<file path="config.mk">
export PLATFORM = sky130hd
export DESIGN_NAME = pwm_capture
export DESIGN_NICKNAME = d
export VERILOG_FILES = /design/src/rtl/pwm_capture.sv
export SDC_FILE = /design/constraint.sdc
export NUM_CORES = 1
export LEC_CHECK = 0
export CORE_MARGIN = 2
export CORE_UTILIZATION = 30
export CTS_CLUSTER_SIZE = 20
export DETAILED_ROUTE_END_ITERATION = 6
export HOLD_SLACK_MARGIN = 0.15
export SYNTH_ARGS = -nofsm -noshare
export SYNTH_HDL_FRONTEND = slang
export SYNTH_SLANG_ARGS = --single-unit
</file>
<file path="constraint.sdc">
create_clock -name clk -period 3.6 [get_ports clk]
set_input_delay 1.08 -clock clk [delete_from_list [all_inputs] [get_ports clk]]
set_output_delay 1.08 -clock clk [all_outputs]
set_load 0.1 [all_outputs]
</file>
<file path="src/rtl/pwm_capture.sv">
// ---------------------------------------------------------------------------
// pwm_capture
//
// Purpose:
//   Receive-side PWM duty decoder. Over a fixed frame of 2^DWIDTH clock ticks
//   it counts the high time of each of STAGE PWM input lines, converts each
//   count to a saturated DWIDTH-bit duty word, captures all words at the end
//   of the frame and streams them out serially (channel 0 first) on a
//   valid/ready word interface.
//
// Parameters:
//   DWIDTH      duty word width; frame length is 2^DWIDTH clk cycles
//   STAGE       number of PWM input channels / words per frame
//
// Ports:
//   clk         single clock for the whole block
//   rst         synchronous, active-low reset
//   en          measurement enable; 0 holds frame counter and accumulators clear
//   pwm_in      PWM lines, bit i is channel i
//   data_out    duty word of the channel currently offered
//   data_valid  data_out valid, held until accepted
//   data_ready  downstream accepts when data_valid & data_ready at a clk edge
//   frame_first 1 while data_out carries channel 0 of a frame
//   overrun     one-cycle pulse: a frame ended while the previous one was
//               still unloading; that frame's data is dropped
//
// Build option:
//   PWM_CAPTURE_SYNC_EN  when defined, pwm_in passes through a 2-flop
//                        synchronizer per channel before measurement.
// ---------------------------------------------------------------------------
module pwm_capture #(
   parameter int DWIDTH = 8,
   parameter int STAGE  = 8
) (
   input  logic              clk,
   input  logic              rst,
   input  logic              en,
   input  logic [STAGE-1:0]  pwm_in,
   output logic [DWIDTH-1:0] data_out,
   output logic              data_valid,
   input  logic              data_ready,
   output logic              frame_first,
   output logic              overrun
);

   localparam int IDXW = (STAGE > 1) ? $clog2(STAGE) : 1;
   localparam logic [DWIDTH-1:0] MAXV = '1;
   localparam logic [IDXW-1:0]   LAST = IDXW'(STAGE - 1);

   typedef enum logic {ST_IDLE, ST_SEND} state_t;

   // Saturating add of one sampled PWM bit to an accumulator.
   function automatic logic [DWIDTH-1:0] sat_add(input logic [DWIDTH-1:0] a,
                                                  input logic              b);
      logic [DWIDTH:0] sum;
      sum = {1'b0, a} + {{DWIDTH{1'b0}}, b};
      return sum[DWIDTH] ? MAXV : sum[DWIDTH-1:0];
   endfunction

   logic [STAGE-1:0]  w_s;
   logic [DWIDTH-1:0] r_frame_cnt;
   logic [DWIDTH-1:0] r_acc  [STAGE];
   logic [DWIDTH-1:0] r_hold [STAGE];
   logic [DWIDTH-1:0] w_sum  [STAGE];
   state_t            r_state, w_state_nx;
   logic [IDXW-1:0]   r_idx, w_idx_nx;
   logic              r_overrun;
   logic              w_eof, w_xfer, w_last, w_cap;

`ifdef PWM_CAPTURE_SYNC_EN
   logic [STAGE-1:0] r_sync1, r_sync2;

   always_ff @(posedge clk) begin
      if (!rst) begin
         r_sync1 <= '0;
         r_sync2 <= '0;
      end else begin
         r_sync1 <= pwm_in;
         r_sync2 <= r_sync1;
      end
   end

   assign w_s = r_sync2;
`else
   assign w_s = pwm_in;
`endif

   assign w_eof  = en && (r_frame_cnt == MAXV);
   assign w_xfer = (r_state == ST_SEND) && data_ready;
   assign w_last = (r_idx == LAST);
   // A new frame may only overwrite the hold registers when nothing is being
   // unloaded, or when the last word of the old frame leaves on this edge.
   assign w_cap  = w_eof && ((r_state == ST_IDLE) || (w_xfer && w_last));

   always_comb begin
      for (int i = 0; i < STAGE; i++) begin
         w_sum[i] = sat_add(r_acc[i], w_s[i]);
      end
   end

   // Frame counter, accumulators and capture registers
   always_ff @(posedge clk) begin
      if (!rst) begin
         r_frame_cnt <= '0;
         for (int i = 0; i < STAGE; i++) begin
            r_acc[i]  <= '0;
            r_hold[i] <= '0;
         end
      end else if (!en) begin
         r_frame_cnt <= '0;
         for (int i = 0; i < STAGE; i++) begin
            r_acc[i] <= '0;
         end
      end else begin
         r_frame_cnt <= r_frame_cnt + 1'b1;
         for (int i = 0; i < STAGE; i++) begin
            if (w_eof) begin
               // Accumulators restart every frame, even when the capture is
               // blocked, so the following frame measures cleanly.
               r_acc[i] <= '0;
               if (w_cap) begin
                  r_hold[i] <= w_sum[i];
               end
            end else begin
               r_acc[i] <= w_sum[i];
            end
         end
      end
   end

   // Output FSM state register
   always_ff @(posedge clk) begin
      if (!rst) begin
         r_state   <= ST_IDLE;
         r_idx     <= '0;
         r_overrun <= 1'b0;
      end else begin
         r_state   <= w_state_nx;
         r_idx     <= w_idx_nx;
         r_overrun <= w_eof && !w_cap;
      end
   end

   always_comb begin
      w_state_nx  = r_state;
      w_idx_nx    = r_idx;
      data_valid  = 1'b0;
      data_out    = '0;
      frame_first = 1'b0;
      case (r_state)
         ST_IDLE: begin
            if (w_cap) begin
               w_state_nx = ST_SEND;
               w_idx_nx   = '0;
            end
         end
         ST_SEND: begin
            data_valid  = 1'b1;
            data_out    = r_hold[r_idx];
            frame_first = (r_idx == '0);
            if (w_xfer) begin
               if (w_last) begin
                  // Back-to-back frames: stay in SEND when a capture
                  // coincides with the last transfer.
                  w_state_nx = w_cap ? ST_SEND : ST_IDLE;
                  w_idx_nx   = '0;
               end else begin
                  w_idx_nx = r_idx + IDXW'(1);
               end
            end
         end
         default: begin
            w_state_nx = ST_IDLE;
            w_idx_nx   = '0;
         end
      endcase
   end

   assign overrun = r_overrun;

endmodule

</file>
======== Word-level counts from Yosys, hierarchy flattened ========
Memories as Yosys holds them, arrays and structs flattened. A register that Yosys moved wholly into a read port is not among the register bits.
Index checks and enable logic that the tools add are counted.
storage, ports and cells
  memories kept ........................... 2
  word-level logic and storage cells ...... 132
  bits in writable memories ............... 128
  register bits after elaboration ......... 13
  bits of input ports ..................... 12
operators by class
  eq/ne operators ......................... 4
  add/subtract/negate cells ............... 10
  bitwise gates (word level) .............. 33
  mux-type cells .......................... 69
  reductions and logical operators ........ 10
memory list
  memory  words  width  read ports  clocked after Yosys merged registers in  write ports  RTL line  text
  r_acc   8      8      8           0                                        8            62        logic [DWIDTH-1:0] r_acc [STAGE];
  r_hold  8      8      1           1                                        8            63        logic [DWIDTH-1:0] r_hold [STAGE];
operator list
  kind                   count
  $mux W8                41
  $add A8 B1 Y9          8
  $or A1 B1 Y1           32
  $mux W1                21
  $mux W3                5
  $add A8 B1 Y8 const B  1
  $eq A8 B8 Y1 const B   1
  $pmux W3 S2            1
  $logic_and A1 B1 Y1    5
  $reduce_and A2 Y1      2
  $add A3 B1 Y3 const B  1
  $eq A3 B3 Y1 const B   1
  $logic_not A3 Y1       1
  $ne A2 B1 Y1 const B   1
  $ne A2 B2 Y1 const B   1
  $pmux W1 S2            1
  $logic_not A1 Y1       1
  $logic_or A1 B1 Y1     1
  $not A1 Y1             1

======== Logic depth before layout (Yosys ltp) ========
Gate-level depths: netlist of run 1.
  word-level depth ........................ 10
  mapped depth ............................ 7
  mapped depth without buffers ............ 5

======== Worst setup path before layout of run 1 ========
OpenSTA, ideal clock, no wires.
  kind .................................... reg-to-output
  from .................................... register r_state
  to ...................................... output data_out[0]
  path buffers ............................ 1
  arrival time ............................ 2.690 ns
  path slack .............................. -0.170 ns
  cell stages (with the launch flop) ...... 3
  data required time ...................... 2.520 ns
  cell sequence ........................... dfxtp_1 clkbuf_1 nor2b_1
between the ends
  word-level cells in the longest chain between the ends .. 1
ends and longest elaborated chain
  element                   RTL line  text
  start: declaration        65        state_t r_state, w_state_nx;
  start signal: assignment  138       r_state <= w_state_nx;
  $mux W8                   150       case (r_state)
  end: declaration          39        output logic [DWIDTH-1:0] data_out,
Every way passes these cells.

==> implementation parameters, run 1 <==
Parameter                              Value

Outcome
  Outcome ... completed

STA
  Pin slew with the least headroom to its limit ... 0.647 ns
  Final setup violating endpoints ... 0
  PnR worst setup slack ... 0.372 ns
  Achievable clock frequency ... 310 MHz
  Setup tns final ... 0 ns
  Final critical-path share of the clock period ... 89.7%
  Setup repair after global routing missed its margin ... false
  Number of failing hold endpoints at the final stage ... 0
  Skew final ... 0.00664 ns
  Shortest clock period the worst path allows after layout ... 3.23 ns
  Final Max Slew Viols ... 0
  Worst relative slew slack ... 55.7%

Hold path
  Hold endpoint ... r_frame_cnt[0]$_SDFF_PN0_
  Startpoint of the lowest-slack hold path ... r_frame_cnt[0]$_SDFF_PN0_
  Class of the worst hold path ... flop to flop
  Worst hold path cell count ... 1

Clock tree
  Worst-Skew Late Latency ... 0.42 ns
  Gates resized, CTS repair ... 0
  CTS tree ... yes
  TritonCTS Sinks ... 144
  Number of buffers inserted during clock tree synthesis ... 17
  Maximum clock insertion buffer count ... 2
  Post-CTS setup repair buffer count ... 0
  Clk slew on worst S/H paths ... 0.07 ns
  Hold-fix buffer count after cts ... 0
  Level count of the clock H-tree ... 4
  CTS Root Cell ... sky130_fd_sc_hd__clkbuf_16

Synthesis
  Post-Syn Area ... 0.00723 mm^2
  Library cell with the largest summed area after synthesis ... sky130_fd_sc_hd__edfxtp_1
  Synth Warn # ... 0
  Dominant cell by count in the synthesized netlist ... sky130_fd_sc_hd__edfxtp_1
  Cell count after synthesis ... 573
  Average size of a mapped cell ... 12.6 um^2
  Number of distinct library cells after synthesis ... 49
  Synth area leaders ... sky130_fd_sc_hd__edfxtp_1 53%, sky130_fd_sc_hd__mux4_2 5.0%, sky130_fd_sc_hd__dfxtp_1 4.4%, sky130_fd_sc_hd__a21oi_1 3.7%, sky130_fd_sc_hd__ha_1 3.5%
  Synth Flop Type ... sky130_fd_sc_hd__edfxtp_1
  Sequential-to-total area share from yosys stat ... 57.6%
  Proportion of synthesized flip-flops having asynchronous set or reset ... 0%
  Number of enable-type register cells in the synthesized netlist ... 128
  Flip-flop and latch count after synthesis ... 144
  Commonest cells in the netlist ... 128 x sky130_fd_sc_hd__edfxtp_1, 54 x sky130_fd_sc_hd__a21oi_1, 27 x sky130_fd_sc_hd__nor3_1
  Proportion of netlist area held by the largest area contributor ... 53.2%

Route
  Number of DRC markers after the initial detailed-route iteration ... 417
  Detail Route Antenna Nets ... 0
  Routed length per instance ... 15.2 um
  Total length of routed wires ... 15,000 um
  DRC ... 0
  Total number of vias ... 4,871
  Drt pass-1 iters ... 5
  Avg Vias per Cell ... 4.93

Worst setup path
  FF-to-FF Start ... r_frame_cnt[0]$_SDFF_PN0_
  Critical path capture point type ... output port
  Largest driver fanout on the critical path ... 10
  Required @ worst endpoint ... 2.52 ns
  Register-to-register setup slack ... 1.40 ns
  Element type at the critical path start ... flop
  Reg-to-Reg End ... r_hold[4][6]$_SDFFCE_PN0P_
  CP Data Arrival Time ... 2.15 ns
  Worst setup path category ... flop to output port
  R2r worst-path depth ... 4

GRT
  Antenna violations before repair ... 0
  Combined global-route utilization of all metal layers ... 12.4%
  Largest net degree at the start of global routing ... 65
  Wire length of the first global-routing pass ... 24,900 um
  Total global routing overflow ... 0
  Vias in the first global route ... 4,680

Final layout
  Number of nets in the layout ... 689
  # diodes ... 0
  Fill count ... 2,328
  Fraction of final layout cells sized beyond drive strength 1 ... 16.6%
  Final std cells w/o fill ... 989
  Post-route core utilization ... 37.2%
  Synth-to-Final Area Change ... 21.0%

Pwr
  Pwr per Cell Area ... 450 mW/mm^2
  Design Power ... 0.00394 W
  Lkg Pwr ... 2.99 nW
  Maximum vdd drop ... 0.000324 V

Place
  Instance count after placement with tap cells included ... 957
  Setup slack at placement ... 0.461 ns
  DP Wirelength ... 10,100 um
  RD Place Congestion ... 0.770
  Count of port buffers added during placement ... 22

Die
  Core Box Area ... 0.0235 mm^2
  # rows ... 56
  Floorplan die width ... 159 um
  Die height ... 159 um
  Total Die Area ... 0.0254 mm^2
  Top-level I/O count ... 23
  Effective utilization at floorplan ... 30.7%

Job
  Count of max-cap constraint violations ... 0
[layout by cell type (no fill, tap or decap), drive strengths merged, types with 8 or more instances in the layout]
cell type,n
a211oi,15
or3,12
nor4,16
a21oi,54
clkbuf,17
buf,23
nor3,36
nor2b,10
dfxtp,16
o21ai,11
inv,27
and4,10
nand3,23
edfxtp,128
a31oi,14
ha,20
and3,10
mux4,16
conb,64
nand4,14
nor2,20
xor2,16
nand2,22
clkdlybuf4s50,11
mux2i,8
[routing by layer]
metal,part of all wire [%],wire (um),GRT usage (%),vias to the layer above
li1,-,-,-,2378
met1,48,7200,17.0,2380
met2,46,6930,19.3,92
met3,4.0,604,2.74,21
met4,1.9,288,4.79,0
met5,0,0,0,-
[logic make-up after synthesis]
family	after synthesis	share of synthesized area (%)
other	1	0.0519
XOR/XNOR	22	2.67
multiplexers	24	6.09
AND/OR/NAND/NOR	189	16.2
adder cells (fa/ha/maj)	20	3.46
buffers and inverters	52	3.20
flip-flops	144	57.6
AO/OA/AOI/OAI	121	10.7
[critical path, cell delays in order (launching register included)]
cell and delay, ns:
sky130_fd_sc_hd__dfxtp_1 0.65, sky130_fd_sc_hd__mux4_2 0.57, sky130_fd_sc_hd__mux2i_1 0.18, sky130_fd_sc_hd__nor2b_2 0.08
sky130_fd_sc_hd__buf_4 0.24
[where the power goes]
| group | total (W) | internal (W) | switching, W |
|---|---|---|---|
| registers | 0.00194 | 0.00189 | 0.0000498 |
| clock network | 0.00180 | 0.00104 | 0.000758 |
| logic | 0.000192 | 0.0000732 | 0.000119 |
| total | 0.00394 | 0.00301 | 0.000927 |
[worst max path at each step]
stage,from,endpoint,slack (ns),depth (start not counted)
after global routing,flop,data_out[7],0.27,5
after global placement,pwm_in[3],r_hold[3][5]$_SDFFCE_PN0P_,0.41,6
after floorplan,en,r_hold[0][0]$_SDFFCE_PN0P_,0.32,3
after CTS,flop,data_out[3],0.30,5
after detailed placement,pwm_in[3],r_hold[3][5]$_SDFFCE_PN0P_,0.46,6
final,flop,data_out[6],0.37,4
[area by class of cell]
| class | count | area [um^2] | share of cell area, % |
|---|---|---|---|
| flip-flops and latches | 144 | 4160 | 47.6 |
| well taps | 319 | 399 | 4.56 |
| multi-input cells | 440 | 3120 | 35.6 |
| clock buffers | 17 | 425 | 4.86 |
| repair buffers | 34 | 395 | 4.52 |
| clock inverters | 15 | 174 | 1.99 |
| inverters | 20 | 75.1 | 0.858 |
[stage by stage]
step | hold WS [ns] | instance area (um^2)
2_1_floorplan | 0.430 | 7490
3_3_place_gp | 0.442 | 8150
3_5_place_dp | 0.459 | 8150
4_1_cts | 0.474 | 8750
5_1_grt | 0.527 | 8750
6_report | 0.474 | 8750
[registers in the layout (all words and copies together), names as in the netlist, named ones only]
name / flops
overrun: 1
r_hold: 64
r_state: 1
r_frame_cnt: 8
r_idx: 3
r_acc: 64
(Power assumes the default switching activity.)
==> run 2: changes to the inputs <==
--- a/config.mk
+++ b/config.mk
@@ -9,7 +9,9 @@
 export CORE_UTILIZATION = 30
 export CTS_CLUSTER_SIZE = 20
 export DETAILED_ROUTE_END_ITERATION = 6
+export GPL_ROUTABILITY_DRIVEN = 1
 export HOLD_SLACK_MARGIN = 0.15
+export RECOVER_POWER = 25
 export SYNTH_ARGS = -nofsm -noshare
 export SYNTH_HDL_FRONTEND = slang
 export SYNTH_SLANG_ARGS = --single-unit
==> implementation parameters, run 2 (synthesis results as in run 1) <==
Parameter                              Value

STA
  Skew final ... 0.00651 ns (was 0.00664 ns)
  Pin slew with the least headroom to its limit ... 1.58 ns (was 0.647 ns)
  Setup tns final ... 0 ns (unchanged)
  Setup repair after global routing missed its margin ... false (unchanged)
  Final Max Slew Viols ... 27 (was 0)
  Worst relative slew slack ... -5.48% (was 55.7%)
  Final worst hold slack ... 0.475 ns (was 0.474 ns)
  Achievable clock frequency ... 307 MHz (was 310 MHz)
  Number of failing hold endpoints at the final stage ... 0 (unchanged)
  Shortest clock period the worst path allows after layout ... 3.26 ns (was 3.23 ns)
  Final setup violating endpoints ... 0 (unchanged)
  Final critical-path share of the clock period ... 90.5% (was 89.7%)

Worst setup path
  Critical path capture point type ... flop (was output port)
  Family of cells with the greatest summed delay on the critical path ... buffers and inverters (was multiplexers)
  Cell occurring most often along the worst timing path ... sky130_fd_sc_hd__clkbuf_1
  Element type at the critical path start ... primary input (was flop)
  Required @ worst endpoint ... 3.66 ns (was 2.52 ns)
  Largest driver fanout on the critical path ... 64 (was 10)
  Register-to-register setup slack ... 0.87 ns (was 1.40 ns)
  CP max stage cell ... sky130_fd_sc_hd__clkbuf_1 (was sky130_fd_sc_hd__dfxtp_1)
  Cells along the critical path ... dlygate4sd3_1 -> clkbuf_1 -> clkinv_1 -> clkbuf_1 -> a21o_2 -> buf_6 (was mux4_2 -> mux2i_1 -> nor2b_2 -> buf_4)
  Maximum cell stage delay along the critical path ... 0.64 ns (was 0.65 ns)
  FF-to-FF Start ... r_idx[0]$_SDFFE_PN0P_ (was r_frame_cnt[0]$_SDFF_PN0_)
  CP Data Arrival Time ... 3.32 ns (was 2.15 ns)
  R2r worst-path depth ... 5 (was 4)
  Worst setup path category ... primary input to flop (was flop to output port)
  Reg-to-Reg End ... r_hold[4][6]$_SDFFCE_PN0P_ (unchanged)
  Combined buffer and inverter count along the critical path ... 5 (was 1)

Final layout
  Commonest non-fill, non-tap cell in the layout ... sky130_fd_sc_hd__edfxtp_1 (unchanged)
  Most frequent cells in the layout ... 128 x sky130_fd_sc_hd__edfxtp_1, 64 x sky130_fd_sc_hd__conb_1, 54 x sky130_fd_sc_hd__a21oi_1 (unchanged)
  Largest regs ... r_acc (64), r_hold (64), r_frame_cnt (8) (unchanged)
  Fin area ... 0.00869 mm^2 (was 0.00875 mm^2)
  Post-route core utilization ... 36.9% (was 37.2%)
  Fill count ... 2,343 (was 2,328)
  # diodes ... 0 (unchanged)
  Fraction of final layout cells sized beyond drive strength 1 ... 15.7% (was 16.6%)
  Number of nets in the layout ... 689 (unchanged)
  Synth-to-Final Area Change ... 20.2% (was 21.0%)

Route
  Detail Route Antenna Nets ... 0 (unchanged)
  Number of DRC markers after the initial detailed-route iteration ... 404 (was 417)
  Avg Vias per Cell ... 4.90 (was 4.93)
  DRC ... 0 (unchanged)
  Total length of routed wires ... 15,000 um (about the same)
  Routed length per instance ... 15.2 um (about the same)
  Total number of vias ... 4,847 (was 4,871)
  Drt pass-1 iters ... 4 (was 5)

Place
  DP Wirelength ... 10,100 um (unchanged)
  RD Place Congestion ... 0.770 (unchanged)
  Count of port buffers added during placement ... 22 (unchanged)
  Area after DPL ... 0.00815 mm^2 (unchanged)

GRT
  Antenna violations before repair ... 0 (unchanged)
  Largest net degree at the start of global routing ... 65 (unchanged)
  Vias in the first global route ... 4,680 (unchanged)
  Total global routing overflow ... 0 (unchanged)
  Wire length of the first global-routing pass ... 24,900 um (unchanged)
  Combined global-route utilization of all metal layers ... 12.4% (unchanged)

Hold path
  Class of the worst hold path ... flop to flop (unchanged)
  Hold endpoint ... r_frame_cnt[0]$_SDFF_PN0_ (unchanged)
  Worst hold path cell count ... 1 (unchanged)
  Startpoint of the lowest-slack hold path ... r_frame_cnt[0]$_SDFF_PN0_ (unchanged)

Clock tree
  Hold-fix buffer count after cts ... 0 (unchanged)
  Post-CTS setup repair buffer count ... 0 (unchanged)
  Clk slew on worst S/H paths ... 0.06 ns (was 0.07 ns)
  CTS Root Cell ... sky130_fd_sc_hd__clkbuf_16 (unchanged)
  Number of buffers inserted during clock tree synthesis ... 17 (unchanged)
  Maximum clock insertion buffer count ... 2 (unchanged)
  Gates resized, CTS repair ... 0 (unchanged)
  Level count of the clock H-tree ... 4 (unchanged)
  Worst-Skew Late Latency ... 0.43 ns (was 0.42 ns)
  CTS tree ... yes (unchanged)
  TritonCTS Sinks ... 144 (unchanged)

Outcome
  Outcome ... finished, violations left (was completed)
  Failing checks ... max-capacitance violations, max-slew violations

Pwr
  Internal power ... 0.00301 W (about the same)
  Power share of the combinational group ... 4.7% (was 4.9%)
  Proportion of total power due to net switching ... 23.5% (about the same)
  Switching power summed over all nets ... 0.000922 W (was 0.000927 W)
  Proportion of power drawn by the clock network ... 45.8% (was 45.7%)
  Design Power ... 0.00393 W (was 0.00394 W)
  Lkg Pwr ... 2.95 nW (was 2.99 nW)
  Maximum vdd drop ... 0.000324 V (about the same)
  Pwr per Cell Area ... 452 mW/mm^2 (was 450 mW/mm^2)
  Sequential Power Share ... 49.5% (was 49.4%)

Die
  Die height ... 159 um (unchanged)
  Top-level I/O count ... 23 (unchanged)
  Floorplan die width ... 159 um (unchanged)
  Effective utilization at floorplan ... 30.7% (unchanged)
  Total Die Area ... 0.0254 mm^2 (unchanged)
  Core Box Area ... 0.0235 mm^2 (unchanged)
  # rows ... 56 (unchanged)

Job
  Count of max-cap constraint violations ... 1 (was 0)
==> run 2: cell count changes in the layout (fill, tap and decap cells not counted) <==
cell / delta
sky130_fd_sc_hd__clkdlybuf4s50_1: -2
sky130_fd_sc_hd__buf_6: +1
sky130_fd_sc_hd__dlygate4sd3_1: +2
sky130_fd_sc_hd__o311ai_4: -1
sky130_fd_sc_hd__clkbuf_1: +5
sky130_fd_sc_hd__buf_12: -2
sky130_fd_sc_hd__buf_2: +1
sky130_fd_sc_hd__buf_4: -5
sky130_fd_sc_hd__o311ai_0: +1
==> run 2: per-layer routing <==
metal | vias to the layer above | track usage, % | share of wire [%]
li1 | 2381 | - | -
met1 | 2363 | 17.0 | 49
met2 | 82 | 19.3 | 46
met3 | 21 | 2.74 | 3.4
met4 | 0 | 4.79 | 1.9
met5 | - | 0 | 0
==> run 2: layout make-up <==
type                            count  area (um^2)  area share, %
Multi-Input combinational cell    440         3100           35.7
Inverter                           20         75.1          0.864
Sequential cell                   144         4160           47.9
Clock buffer                       17          425           4.90
Clock inverter                     15          174           2.00
Tap cell                          319          399           4.59
Timing Repair Buffer               34          353           4.06
==> run 2: stage by stage <==
| step | std cells | setup WS [ns] |
|---|---|---|
| 2_1_floorplan | 636 | 0.317 |
| 3_5_place_dp | 957 | 0.461 |
| 3_3_place_gp | 957 | 0.411 |
| 4_1_cts | 989 | 0.302 |
| 6_report | 989 | 0.343 |
| 5_1_grt | 989 | 0.157 |
==> run 2: worst max-delay path by stage <==
stage                         start                         end  slack, ns  cells past startpoint
after global routing            rst  r_hold[4][7]$_SDFFCE_PN0P_       0.16                      6
after CTS                      flop                 data_out[3]       0.30                      5
final                           rst  r_hold[6][7]$_SDFFCE_PN0P_       0.34                      6
after floorplan                  en  r_hold[0][0]$_SDFFCE_PN0P_       0.32                      3
after detailed placement  pwm_in[3]  r_hold[3][5]$_SDFFCE_PN0P_       0.46                      6
after global placement    pwm_in[3]  r_hold[3][5]$_SDFFCE_PN0P_       0.41                      6
==> run 2: power by group through the flow <==
stage          clock network [W]  logic (W)  registers [W]
2_1_floorplan                  0   0.000130        0.00196
3_3_place_gp                   0   0.000190        0.00198
3_5_place_dp                   0   0.000191        0.00198
4_1_cts                  0.00184   0.000192        0.00194
5_1_grt                  0.00191   0.000211        0.00195
6_report                 0.00180   0.000185        0.00195
==> run 3: changes to the inputs <==
--- a/config.mk
+++ b/config.mk
@@ -5,6 +5,7 @@
 export SDC_FILE = /design/constraint.sdc
 export NUM_CORES = 1
 export LEC_CHECK = 0
+export ABC_AREA = 0
 export CORE_MARGIN = 2
 export CORE_UTILIZATION = 30
 export CTS_CLUSTER_SIZE = 20
==> results of run 3 <==
No change in the layout: final DEF, timing and power equal those of run 2.
==> patch (flow settings as in run 1) <==
The parameter `STAGE` goes from 8 to 4.
--- a/src/rtl/pwm_capture.sv
+++ b/src/rtl/pwm_capture.sv
@@ -31,5 +31,5 @@
 module pwm_capture #(
    parameter int DWIDTH = 8,
-   parameter int STAGE  = 8
+   parameter int STAGE  = 4
 ) (
    input  logic              clk,
Interface: changed (resized pwm_in); port bits go from 23 to 19. The function was not compared with the original's and may differ.
==> patch against run 1 <==
Register-to-register slack lost 0.04 ns. Routed wire length shrank 53%. Global-route usage shrank 0.82 points. Final cell count shrank 49%. Largest cell class unchanged. Final area shrank 49%. Synthesized area shrank 49%. Worst setup slack gained 0.20 ns. Sequential cell count shrank 66. Critical endpoint is now data_out[1]. Total power shrank 47%. Clock skew shrank 0.00059 ns.
==> patch: results (changes against run 1) <==
Parameter                              Value

Global routing
  Largest net degree at the start of global routing    33 (-49%)
  Global-route usage over all layers    11.6% (-0.82 points)
  Number of global-route vias before repair    2502 (-47%)

Detailed routing
  Initial DRT Pass Iterations    4 (-1)
  Via count    2512 (-48%)
  Total Routed Length    7.04 mm (-53%)

Place
  Number of input and output port buffers inserted    18 (-18%)
  Half-perimeter wire length of the detailed placement result    4.96 mm (-51%)
  Instance count after placement with tap cells included    491 (-49%)
  Placer's final routability congestion estimate    0.813 (+5.6%)

Critical path
  Critical Path AT    1.94 ns (-0.21 ns)
  Cell depth of the worst flop-to-flop path    5 (+1)
  Endpoint of the lowest-slack register-to-register path    r_acc[2][4]
  Slowest stage delay, CP    0.62 ns (-0.03 ns)
  Maximum fanout encountered on the critical timing path    8 (-2)

Synthesis
  Post-synth cell types    42 (-14%)
  Number of flops mapped to enable cells by yosys    56 (-56%)
  Leading post-synthesis cells by cell area    sky130_fd_sc_hd__edfxtp_1, sky130_fd_sc_hd__dfxtp_1, sky130_fd_sc_hd__a21oi_1, sky130_fd_sc_hd__mux4_2, sky130_fd_sc_hd__ha_1

Layout
  Fillcell total    1187 (-49%)
  Largest registers    r_acc: 32 flops, r_hold: 32 flops, r_frame_cnt: 8 flops

Power and ir drop
  Lkg Pwr    1.62 nW (-46%)

Status
  Status    finished, final reports clean

Clocking
  Number of H-tree levels    3 (-1)
  Clock Latency Late Sink    0.33 ns (-0.09 ns)

STA
  Final worst hold slack    0.475 ns (+0.000892 ns)
  Max_slew headroom    40.3% (-15 points)
patch: kinds of logic after synthesis:
| group | Yosys count | share of synthesized area, % |
|---|---|---|
| mux | 8 | 4.87 |
| xor+xnor | 10 | 2.37 |
| flops | 78 | 57.4 |
| simple gates | 101 | 16.6 |
| fa+ha+maj | 11 | 3.72 |
| other cells | 1 | 0.101 |
| buf+inv | 30 | 3.55 |
| compound gates | 73 | 11.5 |
patch: stage by stage:
stage          instance area (um^2)  worst slack [ns]
3_3_place_gp                   4110             0.578
4_1_cts                        4460             0.534
5_1_grt                        4460             0.443
3_5_place_dp                   4110             0.548
2_1_floorplan                  3790            0.0732
6_report                       4460             0.576
patch: power by group through the flow:
| stage | combinational, mW | clock, mW | sequential, mW |
|---|---|---|---|
| 6_report | 0.0794 | 1.01 | 1.01 |
| 5_1_grt | 0.0920 | 1.07 | 1.01 |
| 4_1_cts | 0.0800 | 1.03 | 1.01 |
| 3_5_place_dp | 0.0793 | 0 | 1.03 |
| 3_3_place_gp | 0.0792 | 0 | 1.03 |
| 2_1_floorplan | 0.0543 | 0 | 1.02 |
patch: area by class of cell:
cell class	count	area share, %
sequential	78	47.6
multi-input combinational	227	34.9
clock buffer	14	7.60
timing repair buffer	23	4.26
tap	147	4.12
inverter	16	1.35
clock inverter	2	0.252
patch: per-layer routing:
metal | GRT usage [%] | wire length, um
met5 | 0 | 0
met4 | 3.13 | 70
met1 | 15.2 | 3380
met2 | 18.5 | 3320
met3 | 3.95 | 268
patch: how the worst max path moves through the flow:
stage	end	slack (ns)
floorplan	r_hold[0][0]	0.07
global placement	r_hold[2][2]	0.58
detailed placement	r_hold[2][2]	0.55
CTS	data_out[1]	0.53
global route	data_out[4]	0.44
finish	data_out[1]	0.58
